## config.mk

```make
export PLATFORM = sky130hd
export DESIGN_NAME = dc_readback_tx
export DESIGN_NICKNAME = d
export VERILOG_FILES = /design/src/rtl/dc_readback_tx_pkg.sv /design/src/rtl/dc_readback_tx_serializer.sv /design/src/rtl/dc_readback_tx.sv
export SDC_FILE = /design/constraint.sdc
export NUM_CORES = 1
export LEC_CHECK = 0
export ABC_AREA = 1
export CAP_MARGIN = 30
export CORE_UTILIZATION = 30
export DETAILED_ROUTE_END_ITERATION = 8
export PLACE_DENSITY_LB_ADDON = 0.3
export SYNTH_ARGS = -nofsm -noshare
export SYNTH_HDL_FRONTEND = slang
export SYNTH_HIERARCHICAL = 1
export SYNTH_SLANG_ARGS = --single-unit
```

## constraint.sdc

```tcl
create_clock -name i_clk -period 2.15 [get_ports i_clk]
set_input_delay 0.43 -clock i_clk [delete_from_list [all_inputs] [get_ports i_clk]]
set_output_delay 0.43 -clock i_clk [all_outputs]
set_load 0.01 [all_outputs]
```

## src/rtl/dc_readback_tx_pkg.sv

```systemverilog
// Shared definitions for the DC readback transmit path: frame states, header
// layout and the running checksum step.
package dc_readback_tx_pkg;

  typedef enum logic [2:0] {
    ST_IDLE,
    ST_SYNC,
    ST_CHAN,
    ST_COUNT,
    ST_LOAD,
    ST_BYTE,
    ST_CSUM,
    ST_DONE
  } tx_state_e;

  localparam logic [7:0] DEF_SYNC_BYTE = 8'hA5;

  // Header layout: SYNC, CHAN, COUNT, then payload words MSB-first.
  localparam int HDR_SYNC_POS   = 0;
  localparam int HDR_CHAN_POS   = 1;
  localparam int HDR_COUNT_POS  = 2;
  localparam int HDR_BYTES      = 3;
  localparam int BYTES_PER_WORD = 4;

  // COUNT value that tells the host the requested channel does not exist.
  localparam logic [7:0] COUNT_NACK = 8'h00;

  function automatic logic [7:0] csum_step(input logic [7:0] csum, input logic [7:0] b);
    return csum ^ b;
  endfunction

endpackage

```

## src/rtl/dc_readback_tx_serializer.sv

```systemverilog
// Splits one 32-bit register word into four bytes, most significant byte first,
// advancing one byte each time the consumer accepts the current one.
module dc_readback_tx_serializer
  import dc_readback_tx_pkg::*;
(
  input  logic        i_clk,
  input  logic        i_rst,
  input  logic        i_load,
  input  logic [31:0] i_word,
  input  logic        i_advance,
  output logic [7:0]  o_byte,
  output logic        o_last
);

  logic [31:0] word_reg;
  logic [1:0]  cnt_reg;

  always_ff @(posedge i_clk or negedge i_rst) begin
    if (!i_rst) begin
      word_reg <= '0;
      cnt_reg  <= '0;
    end else if (i_load) begin
      word_reg <= i_word;
      cnt_reg  <= '0;
    end else if (i_advance) begin
      word_reg <= {word_reg[23:0], 8'h00};
      cnt_reg  <= cnt_reg + 2'd1;
    end
  end

  assign o_byte = word_reg[31:24];
  assign o_last = (cnt_reg == 2'(BYTES_PER_WORD - 1));

endmodule

```

## src/rtl/dc_readback_tx.sv

```systemverilog
// Serialises one DC channel's register bank into a checksummed byte frame
// and feeds it into the UART TX FIFO, stalling whenever the FIFO is full.
module dc_readback_tx
  import dc_readback_tx_pkg::*;
#(
  parameter int         DAC_CHANNEL = 24,
  parameter int         FRAME_WORDS = 32,
  parameter int         CHAN_WIDTH  = 5,
  parameter logic [7:0] SYNC_BYTE   = DEF_SYNC_BYTE
) (
  input  logic                           i_clk,
  input  logic                           i_rst,
  input  logic                           i_req,
  input  logic [CHAN_WIDTH-1:0]          i_req_chan,
  output logic [CHAN_WIDTH-1:0]          o_rd_chan,
  output logic [$clog2(FRAME_WORDS)-1:0] o_rd_idx,
  input  logic [31:0]                    i_rd_data,
  output logic                           o_txq_enq,
  output logic [7:0]                     o_txq_data,
  input  logic                           i_txq_full,
  output logic                           o_busy,
  output logic                           o_done
);

  localparam int IDX_W = $clog2(FRAME_WORDS);
  localparam logic [IDX_W-1:0] LAST_IDX = IDX_W'(FRAME_WORDS - 1);

  tx_state_e             state_reg, state_next;
  logic [CHAN_WIDTH-1:0] chan_reg, chan_next;
  logic [IDX_W-1:0]      idx_reg, idx_next;
  logic                  valid_reg, valid_next;
  logic [7:0]            csum_reg, csum_next;

  logic       ser_load;
  logic       ser_advance;
  logic [7:0] ser_byte;
  logic       ser_last;

  dc_readback_tx_serializer u_ser (
    .i_clk     (i_clk),
    .i_rst     (i_rst),
    .i_load    (ser_load),
    .i_word    (i_rd_data),
    .i_advance (ser_advance),
    .o_byte    (ser_byte),
    .o_last    (ser_last)
  );

  always_ff @(posedge i_clk or negedge i_rst) begin
    if (!i_rst) begin
      state_reg <= ST_IDLE;
      chan_reg  <= '0;
      idx_reg   <= '0;
      valid_reg <= 1'b0;
      csum_reg  <= '0;
    end else begin
      state_reg <= state_next;
      chan_reg  <= chan_next;
      idx_reg   <= idx_next;
      valid_reg <= valid_next;
      csum_reg  <= csum_next;
    end
  end

  // Every emitting state offers its byte only while the FIFO has room, and
  // advances solely on that accepted cycle.
  always_comb begin
    state_next  = state_reg;
    chan_next   = chan_reg;
    idx_next    = idx_reg;
    valid_next  = valid_reg;
    csum_next   = csum_reg;
    o_txq_enq   = 1'b0;
    o_txq_data  = 8'h00;
    ser_load    = 1'b0;
    ser_advance = 1'b0;

    case (state_reg)
      ST_IDLE: begin
        if (i_req) begin
          state_next = ST_SYNC;
          chan_next  = i_req_chan;
          valid_next = (int'(i_req_chan) < DAC_CHANNEL);
          idx_next   = '0;
          csum_next  = '0;
        end
      end
      ST_SYNC: begin
        o_txq_data = SYNC_BYTE;
        o_txq_enq  = !i_txq_full;
        if (!i_txq_full) state_next = ST_CHAN;
      end
      ST_CHAN: begin
        o_txq_data = 8'(chan_reg);
        o_txq_enq  = !i_txq_full;
        if (!i_txq_full) begin
          csum_next  = csum_step(csum_reg, o_txq_data);
          state_next = ST_COUNT;
        end
      end
      ST_COUNT: begin
        o_txq_data = valid_reg ? 8'(FRAME_WORDS) : COUNT_NACK;
        o_txq_enq  = !i_txq_full;
        if (!i_txq_full) begin
          csum_next  = csum_step(csum_reg, o_txq_data);
          state_next = valid_reg ? ST_LOAD : ST_CSUM;
        end
      end
      ST_LOAD: begin
        ser_load   = 1'b1;
        state_next = ST_BYTE;
      end
      ST_BYTE: begin
        o_txq_data  = ser_byte;
        o_txq_enq   = !i_txq_full;
        ser_advance = !i_txq_full;
        if (!i_txq_full) begin
          csum_next = csum_step(csum_reg, o_txq_data);
          if (ser_last) begin
            if (idx_reg == LAST_IDX) begin
              state_next = ST_CSUM;
            end else begin
              idx_next   = idx_reg + 1'b1;
              state_next = ST_LOAD;
            end
          end
        end
      end
      ST_CSUM: begin
        o_txq_data = csum_reg;
        o_txq_enq  = !i_txq_full;
        if (!i_txq_full) state_next = ST_DONE;
      end
      ST_DONE: begin
        state_next = ST_IDLE;
      end
      default: begin
        state_next = ST_IDLE;
      end
    endcase
  end

  assign o_rd_chan = chan_reg;
  assign o_rd_idx  = idx_reg;
  assign o_busy    = (state_reg != ST_IDLE) && (state_reg != ST_DONE);
  assign o_done    = (state_reg == ST_DONE);

endmodule

```

==> results_dict.tcl, run 1 <==
set metrics [dict create \
    status "complete, no violations" \
    start_kind "flop" \
    cpLargestDelayFamily "buffers and inverters" \
    swShare_pct 44.1 \
    globalplace.congestion 0.830 \
    routed_wl_um 7280 \
    synth-edff-count 0 \
    syn_inst 395 \
    cp.required_ns 1.72 \
    yosysWarnings 6 \
    end_kind "output pin" \
    critical-path-slowest-cell "dfrtp_2" \
    path_cells "buf_4 -> nand3_4 -> inv_6 -> a22oi_2 -> nand3_1 -> dlygate4sd2_1" \
    cts_tree "built" \
    via_per_inst 4.63 \
    wl_per_cell_um 12.2 \
    root_buffer "clkbuf_8" \
    antenna_found_initial 0 \
    max-slew-margin-rel_pct 72.0 \
    drtAntennaViolNets 0 \
    p_per_area_nw_per_um2 1240 \
    cpPeakStageDelay_ns 0.42 \
    synthArstFlopShare_pct 100 \
    yosys-top-cells-count "nand2_1 (155), nand3_1 (64), dfrtp_1 (56), inv_1 (17)" \
    cts.sinks 56 \
    grt_overflow 0 \
    firstDrtPassIters 5 \
    fin_skew_ns 0.00672 \
    synth_flop_cell "dfrtp_1" \
    nFillCells 1041 \
    drt_iter0_markers 104 \
    final_nets 505 \
    path_buf_inv 3 \
    seq_power_share_pct 37.4 \
    syn_area_per_cell_um2 7.87 \
    synthTopCellsByArea "dfrtp_1 (45%), nand2_1 (19%), nand3_1 (10%)" \
    synth_top_cell_area_share_pct 45.1 \
    syn_area_um2 3110 \
    netSwitchingPower_mw 2.17 \
    crit_arrival_ns 1.64 \
    grt_setup_unrepaired "no" \
    period_share_pct 96.1 \
    period_minus_slack_ns 2.07 \
    die_height_um 104 \
    maxSlewViolCount 0 \
    whs_ns 0.424 \
    total_power_mw 4.92 \
    drc 0 \
    drive_gt1_share_pct 13.0 \
    grt_max_degree 31 \
    grt_usage_pct 14.3 \
    internal-power_mw 2.75 \
    hold_violations 0 \
    num_antenna_cells 0 \
    clockPowerShare_pct 12.7 \
    dp_hpwl_um 5320 \
    yosys.area.top_type "dfrtp_1" \
    ys_seq_area_share_pct 45.1 \
    clkTransAtPathRegs_ns 0.11 \
    hold_class "input pin to async pin" \
    final_cells 595 \
    initial_core_util_pct 31.4 \
    largest_register_ffs 32 \
    utilization_pct 40.2 \
    vdd_drop_max_uv 449 \
    die-area_um2 10800 \
    grt_pass1_wl_um 12600 \
    finalSetupViolCount 0 \
    synth_most_common_cell "nand2_1" \
    clock_latency_ns 0.32 \
    vias 2754 \
    grt_pass1_vias 2601 \
    power_leakage_nw 1.91 \
    syn_nets 439 \
    fmax_ghz 0.484 \
    path_max_fanout 19 \
    port_buffers 61 \
    numCtsBuffers 5 \
    worst_pin_slew_ns 0.419 \
    clk_path_buf_depth 2 \
    ys_types 28 \
    die_width_um 104 \
    coreArea_um2 9910 \
    comb_power_share_pct 50.0 \
    syn2layout_area_growth_pct 28.2 \
    row_count 36 \
    worstSetupPathType "flop to output pin" \
    cts_htree_levels 2 \
    synth-seq-cells 56 \
    pin_count 62 \
    maxCapViolCount 0 \
    numPlacedInstances 585 \
]
## layout by cell type, fill, tap and decap left out, types with 6 or more instances in the layout
cell type / n
nor2_4: 6
nand2_1: 154
o21ai_0: 12
xor2_1: 12
buf_4: 19
nor2_1: 7
nand3_1: 63
clkdlybuf4s50_1: 49
inv_1: 16
dfrtp_1: 55
dlygate4sd2_1: 10
nor2_2: 6
## path summary, 6_finish.rpt
path                                         from            endpoint  slack, ns  cells past startpoint
worst max-delay path                 state_reg[2]       o_txq_data[2]       0.08                      6
worst min-delay path                        i_rst         o_rd_idx[1]       0.42                      2
worst max register to register       state_reg[1]  u_ser/word_reg[26]       0.34                      7
worst min register to register  u_ser/word_reg[7]   u_ser/word_reg[7]       0.48                      2
max in group asynchronous                   i_rst        state_reg[2]       1.15                      3
min in group i_clk              u_ser/word_reg[7]   u_ser/word_reg[7]       0.48                      2
## per-layer routing
layer | global-route usage (%) | part of all wire (%) | vias to the layer above
met5 | 0 | 0 | -
met2 | 23.0 | 46 | 83
met3 | 2.58 | 4.7 | 7
li1 | - | - | 1393
met4 | 3.67 | 0.88 | 0
met1 | 19.8 | 49 | 1271
## cell type report
class                   instances  area (um2)  share of cell area [%]
repair buffers                 82         761                    19.1
multi-input cells             295        1480                    37.0
clock inverters                 3        25.0                   0.628
inverters                      21        83.8                    2.10
flip-flops and latches         56        1400                    35.2
clock buffers                   5        68.8                    1.73
well taps                     133         166                    4.18
## per-stage QoR
stage	cell area [um2]	setup slack, ns	setup TNS [ns]
floorplan	3110	0.421	0
global placement	3850	-0.0263	-0.0263
detailed placement	3850	-0.0180	-0.0180
CTS	3980	0.0293	0
global route	3980	0.00249	0
finish	3980	0.0831	0
## cells by family (layout without fill, tap and decap cells)
family	after synthesis	in the layout	synth area share, %
flip-flops	56	56	45.1
AND/OR/NAND/NOR	254	254	36.7
adder cells (fa/ha/maj)	3	3	1.21
XOR/XNOR	15	15	4.23
buffers and inverters	44	111	8.54
AO/OA/AOI/OAI	23	23	4.19
## power by group through the flow
stage	clock network (mW)	registers [mW]	logic [mW]
after global placement	0	1.85	2.44
final	0.623	1.84	2.46
after CTS	0.652	1.83	2.49
after detailed placement	0	1.86	2.48
after floorplan	0	1.76	1.81
after global routing	0.684	1.90	2.77
## repair_timing
action,in CTS,in global routing
hold endpoints to repair,1,0
hold buffers,1,0
setup endpoints to repair,11,7
buffers inserted,1,0
resized for setup,19,4
cloned,0,0
No activity file was read; power rests on OpenSTA's default activity.
==> run 2: changes to the inputs <==
--- a/config.mk
+++ b/config.mk
@@ -7,7 +7,7 @@
 export LEC_CHECK = 0
 export ABC_AREA = 1
 export CAP_MARGIN = 30
-export CORE_UTILIZATION = 30
+export CORE_UTILIZATION = 40
 export DETAILED_ROUTE_END_ITERATION = 8
 export PLACE_DENSITY_LB_ADDON = 0.3
 export SYNTH_ARGS = -nofsm -noshare
==> results_dict.tcl, run 2 (synthesis results as in run 1) <==
set metrics [dict create \
    period_share_pct 96.4 \
    firstDrtPassIters 4 \
    ctsHoldBuffers 0 \
    drive_gt1_share_pct 10.9 \
    clock_latency_ns 0.30 \
    vdd_drop_max_uv 431 \
    grt_overflow 0 \
    grt_pass1_vias 2710 \
    cp.required_ns 1.72 \
    max-slew-margin-rel_pct 72.5 \
    routed_wl_um 6920 \
    pin_count 62 \
    final_cells 557 \
    globalplace.congestion 0.854 \
    cts.sinks 56 \
    clkTransAtPathRegs_ns 0.09 \
    rrSetupSlack_ns 0.37 \
    numCtsBuffers 5 \
    via_per_inst 4.94 \
    path_max_fanout 19 \
    final_area_um2 3900 \
    dp_hpwl_um 4950 \
    cts_htree_levels 2 \
    final_cell_mix "nand2_1 (155), nand3_1 (64), dfrtp_1 (55)" \
    grt_usage_pct 18.2 \
    netSwitchingPower_mw 2.11 \
    tns_ns 0 \
    status "complete, no violations" \
    vias 2752 \
    maxCapViolCount 0 \
    die_width_um 90.1 \
    root_buffer "clkbuf_8" \
    utilization_pct 52.9 \
    largest_register_ffs 32 \
    maxSlewViolCount 0 \
    crit_arrival_ns 1.64 \
    grt_max_degree 57 \
    clockPowerShare_pct 11.8 \
    die-area_um2 8120 \
    syn2layout_area_growth_pct 25.6 \
    end_kind "output pin" \
    hold_class "input pin to async pin" \
    internal-power_mw 2.73 \
    p_per_area_nw_per_um2 1240 \
    seq_power_share_pct 37.7 \
    swShare_pct 43.6 \
    nFillCells 698 \
    drt_iter0_markers 105 \
    fin_skew_ns 0.00620 \
    port_buffers 61 \
    period_minus_slack_ns 2.07 \
    start_kind "flop" \
    power_leakage_nw 1.91 \
    antenna_found_initial 0 \
    hold_violations 0 \
    final_nets 501 \
    row_count 31 \
    numPlacedInstances 547 \
    finalSetupViolCount 0 \
    cts_tree "built" \
    grt_setup_unrepaired "no" \
    coreArea_um2 7370 \
    drtAntennaViolNets 0 \
    drc 0 \
    comb_power_share_pct 50.6 \
    initial_core_util_pct 42.2 \
    fmax_ghz 0.483 \
    num_antenna_cells 0 \
    dpl-instance-area_um2 3790 \
    mostFrequentLayoutCell "nand2_1" \
    worst_pin_slew_ns 0.411 \
    worstSetupPathType "flop to output pin" \
    wl_per_cell_um 12.4 \
    clk_path_buf_depth 2 \
    grt_pass1_wl_um 12300 \
    die_height_um 90.1 \
]
[run 2: changes by cell type in the layout (fill, tap and decap cells not counted), sizes merged]
cell          change
buf               -3
inv               -2
clkbuf            +1
clkinv            +1
clkinvlp          -1
dlygate4sd3       -1
dlymetal6s2s      +1
[run 2: through the flow]
step                power, mW  hold slack [ns]  worst slack [ns]
floorplan                3.57            0.134             0.421
global placement         4.24            0.452             0.129
detailed placement       4.32            0.454             0.122
CTS                      4.88            0.118            0.0342
global route             5.27            0.140           0.00429
finish                   4.84            0.107            0.0777
[run 2: cell type report]
cell class,instances,area (um2),area share (%)
Clock buffer,7,76.3,1.96
Tap cell,99,124,3.18
Timing Repair Buffer,78,748,19.2
Multi-Input combinational cell,295,1460,37.4
Clock inverter,1,8.76,0.225
Inverter,21,83.8,2.15
Sequential cell,56,1400,36.0
[run 2: worst paths after layout]
check / from / endpoint / cells past startpoint
max in group asynchronous: i_rst / state_reg[2] / 2
min in group i_clk: u_ser/word_reg[7] / u_ser/word_reg[7] / 2
worst max register to register: o_rd_idx[0] / o_rd_idx[4] / 8
worst min-delay path: i_rst / o_rd_idx[2] / 2
worst max-delay path: state_reg[2] / o_txq_data[2] / 6
worst min register to register: u_ser/word_reg[7] / u_ser/word_reg[7] / 2
[run 2: layer usage]
metal / vias up / track usage [%] / part of all wire, %
met3: 4 / 2.96 / 4.9
li1: 1384 / - / -
met5: - / 0 / 0
met1: 1291 / 24.8 / 46
met2: 73 / 30.7 / 49
met4: 0 / 2.96 / 0.52
[run 2: timing repair]
item,CTS,global route
setup endpoints to repair,11,1
cloned,0,0
buffers inserted,2,0
hold endpoints to repair,0,0
resized for setup,16,1
pin swaps,1,0
[run 2: power groups by stage]
stage,registers [mW],clock network (mW),logic (mW)
final,1.82,0.569,2.45
after global routing,1.88,0.636,2.76
after CTS,1.82,0.588,2.47
after detailed placement,1.85,0,2.47
after global placement,1.83,0,2.41
after floorplan,1.76,0,1.81
[run 2: worst max-delay path, stage by stage, from the launching register on]
cell           delay, ns
dfrtp_2             0.43
buf_4               0.16
nand3_4             0.10
inv_6               0.08
a22oi_1             0.17
nand3_1             0.10
dlygate4sd2_1       0.30
==> run 3: changes to the inputs <==
--- a/config.mk
+++ b/config.mk
@@ -7,6 +7,7 @@
 export LEC_CHECK = 0
 export ABC_AREA = 1
 export CAP_MARGIN = 30
+export CORE_MARGIN = 2
 export CORE_UTILIZATION = 40
 export DETAILED_ROUTE_END_ITERATION = 8
 export PLACE_DENSITY_LB_ADDON = 0.3
==> results_dict.tcl, run 3 (synthesis results as in run 1) <==
set metrics [dict create \
    clock_latency_ns 0.31 \
    pin_count 62 \
    syn2layout_area_growth_pct 25.7 \
    hold_violations 0 \
    grt_overflow 0 \
    max-slew-margin-rel_pct 62.1 \
    path_max_fanout 19 \
    dp_hpwl_um 5090 \
    via_per_inst 4.82 \
    grt_setup_unrepaired "no" \
    final_area_um2 3910 \
    start_kind "flop" \
    dpl-instance-area_um2 3790 \
    vias 2705 \
    globalplace.congestion 0.901 \
    swShare_pct 44.0 \
    clockPowerShare_pct 12.2 \
    rr_endpoint "u_ser/word_reg[30]" \
    grt_usage_pct 17.4 \
    multi_input_area_um2 1460 \
    firstDrtPassIters 4 \
    die-area_um2 8490 \
    grt_max_degree 35 \
    fin_skew_ns 0.00522 \
    grt_pass1_vias 2535 \
    port_buffers 61 \
    utilization_pct 51.3 \
    cts_tree "built" \
    numPlacedInstances 551 \
    rrSetupSlack_ns 0.37 \
    p_per_area_nw_per_um2 1240 \
    largest_register_ffs 32 \
    initial_core_util_pct 40.8 \
    period_minus_slack_ns 2.05 \
    mostFrequentLayoutCell "nand2_1" \
    die_height_um 92.1 \
    internal-power_mw 2.70 \
    coreArea_um2 7610 \
    vdd_drop_max_uv 374 \
    clkTransAtPathRegs_ns 0.10 \
    drive_gt1_share_pct 11.8 \
    fmax_ghz 0.487 \
    row_count 32 \
    drt_iter0_markers 143 \
    drc 0 \
    status "complete, no violations" \
    tns_ns 0 \
    cts_htree_levels 2 \
    final_cell_mix "nand2_1 (154), nand3_1 (64), dfrtp_1 (55)" \
    comb_power_share_pct 49.4 \
    hold_class "input pin to async pin" \
    crit_arrival_ns 1.62 \
    root_buffer "clkbuf_8" \
    period_share_pct 95.4 \
    grt_pass1_wl_um 12000 \
    end_kind "output pin" \
    finalSetupViolCount 0 \
    startpoint "state_reg[0]" \
    netSwitchingPower_mw 2.12 \
    r2r_start "state_reg[1]" \
    layout.area.seq_um2 1400 \
    worstSetupPathType "flop to output pin" \
    die_width_um 92.1 \
    drtAntennaViolNets 0 \
    worst_pin_slew_ns 0.569 \
    maxSlewViolCount 0 \
    clk_path_buf_depth 2 \
    routed_wl_um 7020 \
    maxCapViolCount 0 \
    seq_power_share_pct 38.4 \
    antenna_found_initial 0 \
    cts.sinks 56 \
    nFillCells 757 \
    wl_per_cell_um 12.5 \
    power_leakage_nw 1.90 \
    rr_worst_depth 7 \
    num_antenna_cells 0 \
    final_nets 502 \
    final_cells 561 \
    whs_ns 0.0982 \
    crit_path_end "o_txq_data[2]" \
    numCtsBuffers 5 \
    ctsHoldBuffers 0 \
    cp.required_ns 1.72 \
]
==> run 3: worst min path at each step <==
stage,end,slack [ns],depth (start not counted)
global placement,o_rd_idx[2],0.44,1
detailed placement,o_rd_idx[1],0.46,1
floorplan,csum_reg[0],0.13,0
global route,u_ser/word_reg[15],0.14,1
finish,o_rd_idx[2],0.1,1
CTS,u_ser/word_reg[15],0.11,1
==> run 3: worst max-delay path, cell delays in order (launching register included) <==
cell	delay [ns]
dfrtp_1	0.40
buf_4	0.18
nand3_4	0.11
inv_8	0.07
a22oi_1	0.17
nand3_1	0.09
dlygate4sd2_1	0.29
==> run 3: cell type report <==
class | instances | share of cell area [%]
clock inverter | 2 | 0.417
inverter | 21 | 2.21
multi-input combinational | 295 | 37.4
sequential | 56 | 35.9
clock buffer | 6 | 1.86
timing repair buffer | 79 | 18.9
tap | 102 | 3.27
==> run 3: per-layer routing <==
layer / track usage [%] / part of all wire (%) / vias up
li1: - / - / 1386
met1: 24.3 / 48 / 1242
met2: 27.7 / 47 / 71
met3: 3.37 / 4.8 / 6
met4: 4.85 / 1.1 / 0
met5: 0 / 0 / -
==> run 3: timing repair <==
| item | CTS | global route |
|---|---|---|
| buffers inserted | 2 | 0 |
| pin swaps | 1 | 0 |
| resized for setup | 17 | 2 |
| endpoints found under the setup margin | 11 | 6 |
==> run 3: stage by stage <==
step | setup WS, ns | total power, mW
floorplan | 0.421 | 3.57
global placement | 0.102 | 4.20
detailed placement | 0.0923 | 4.27
CTS | 0.0685 | 4.85
global route | 0.00591 | 5.26
finish | 0.0987 | 4.82
==> run 3: power by group through the flow <==
stage          Combinational, mW  Sequential [mW]  Clock [mW]
6_report                    2.39             1.85       0.587
5_1_grt                     2.70             1.91       0.647
4_1_cts                     2.39             1.85       0.612
3_5_place_dp                2.40             1.87           0
3_3_place_gp                2.35             1.85           0
2_1_floorplan               1.81             1.76           0
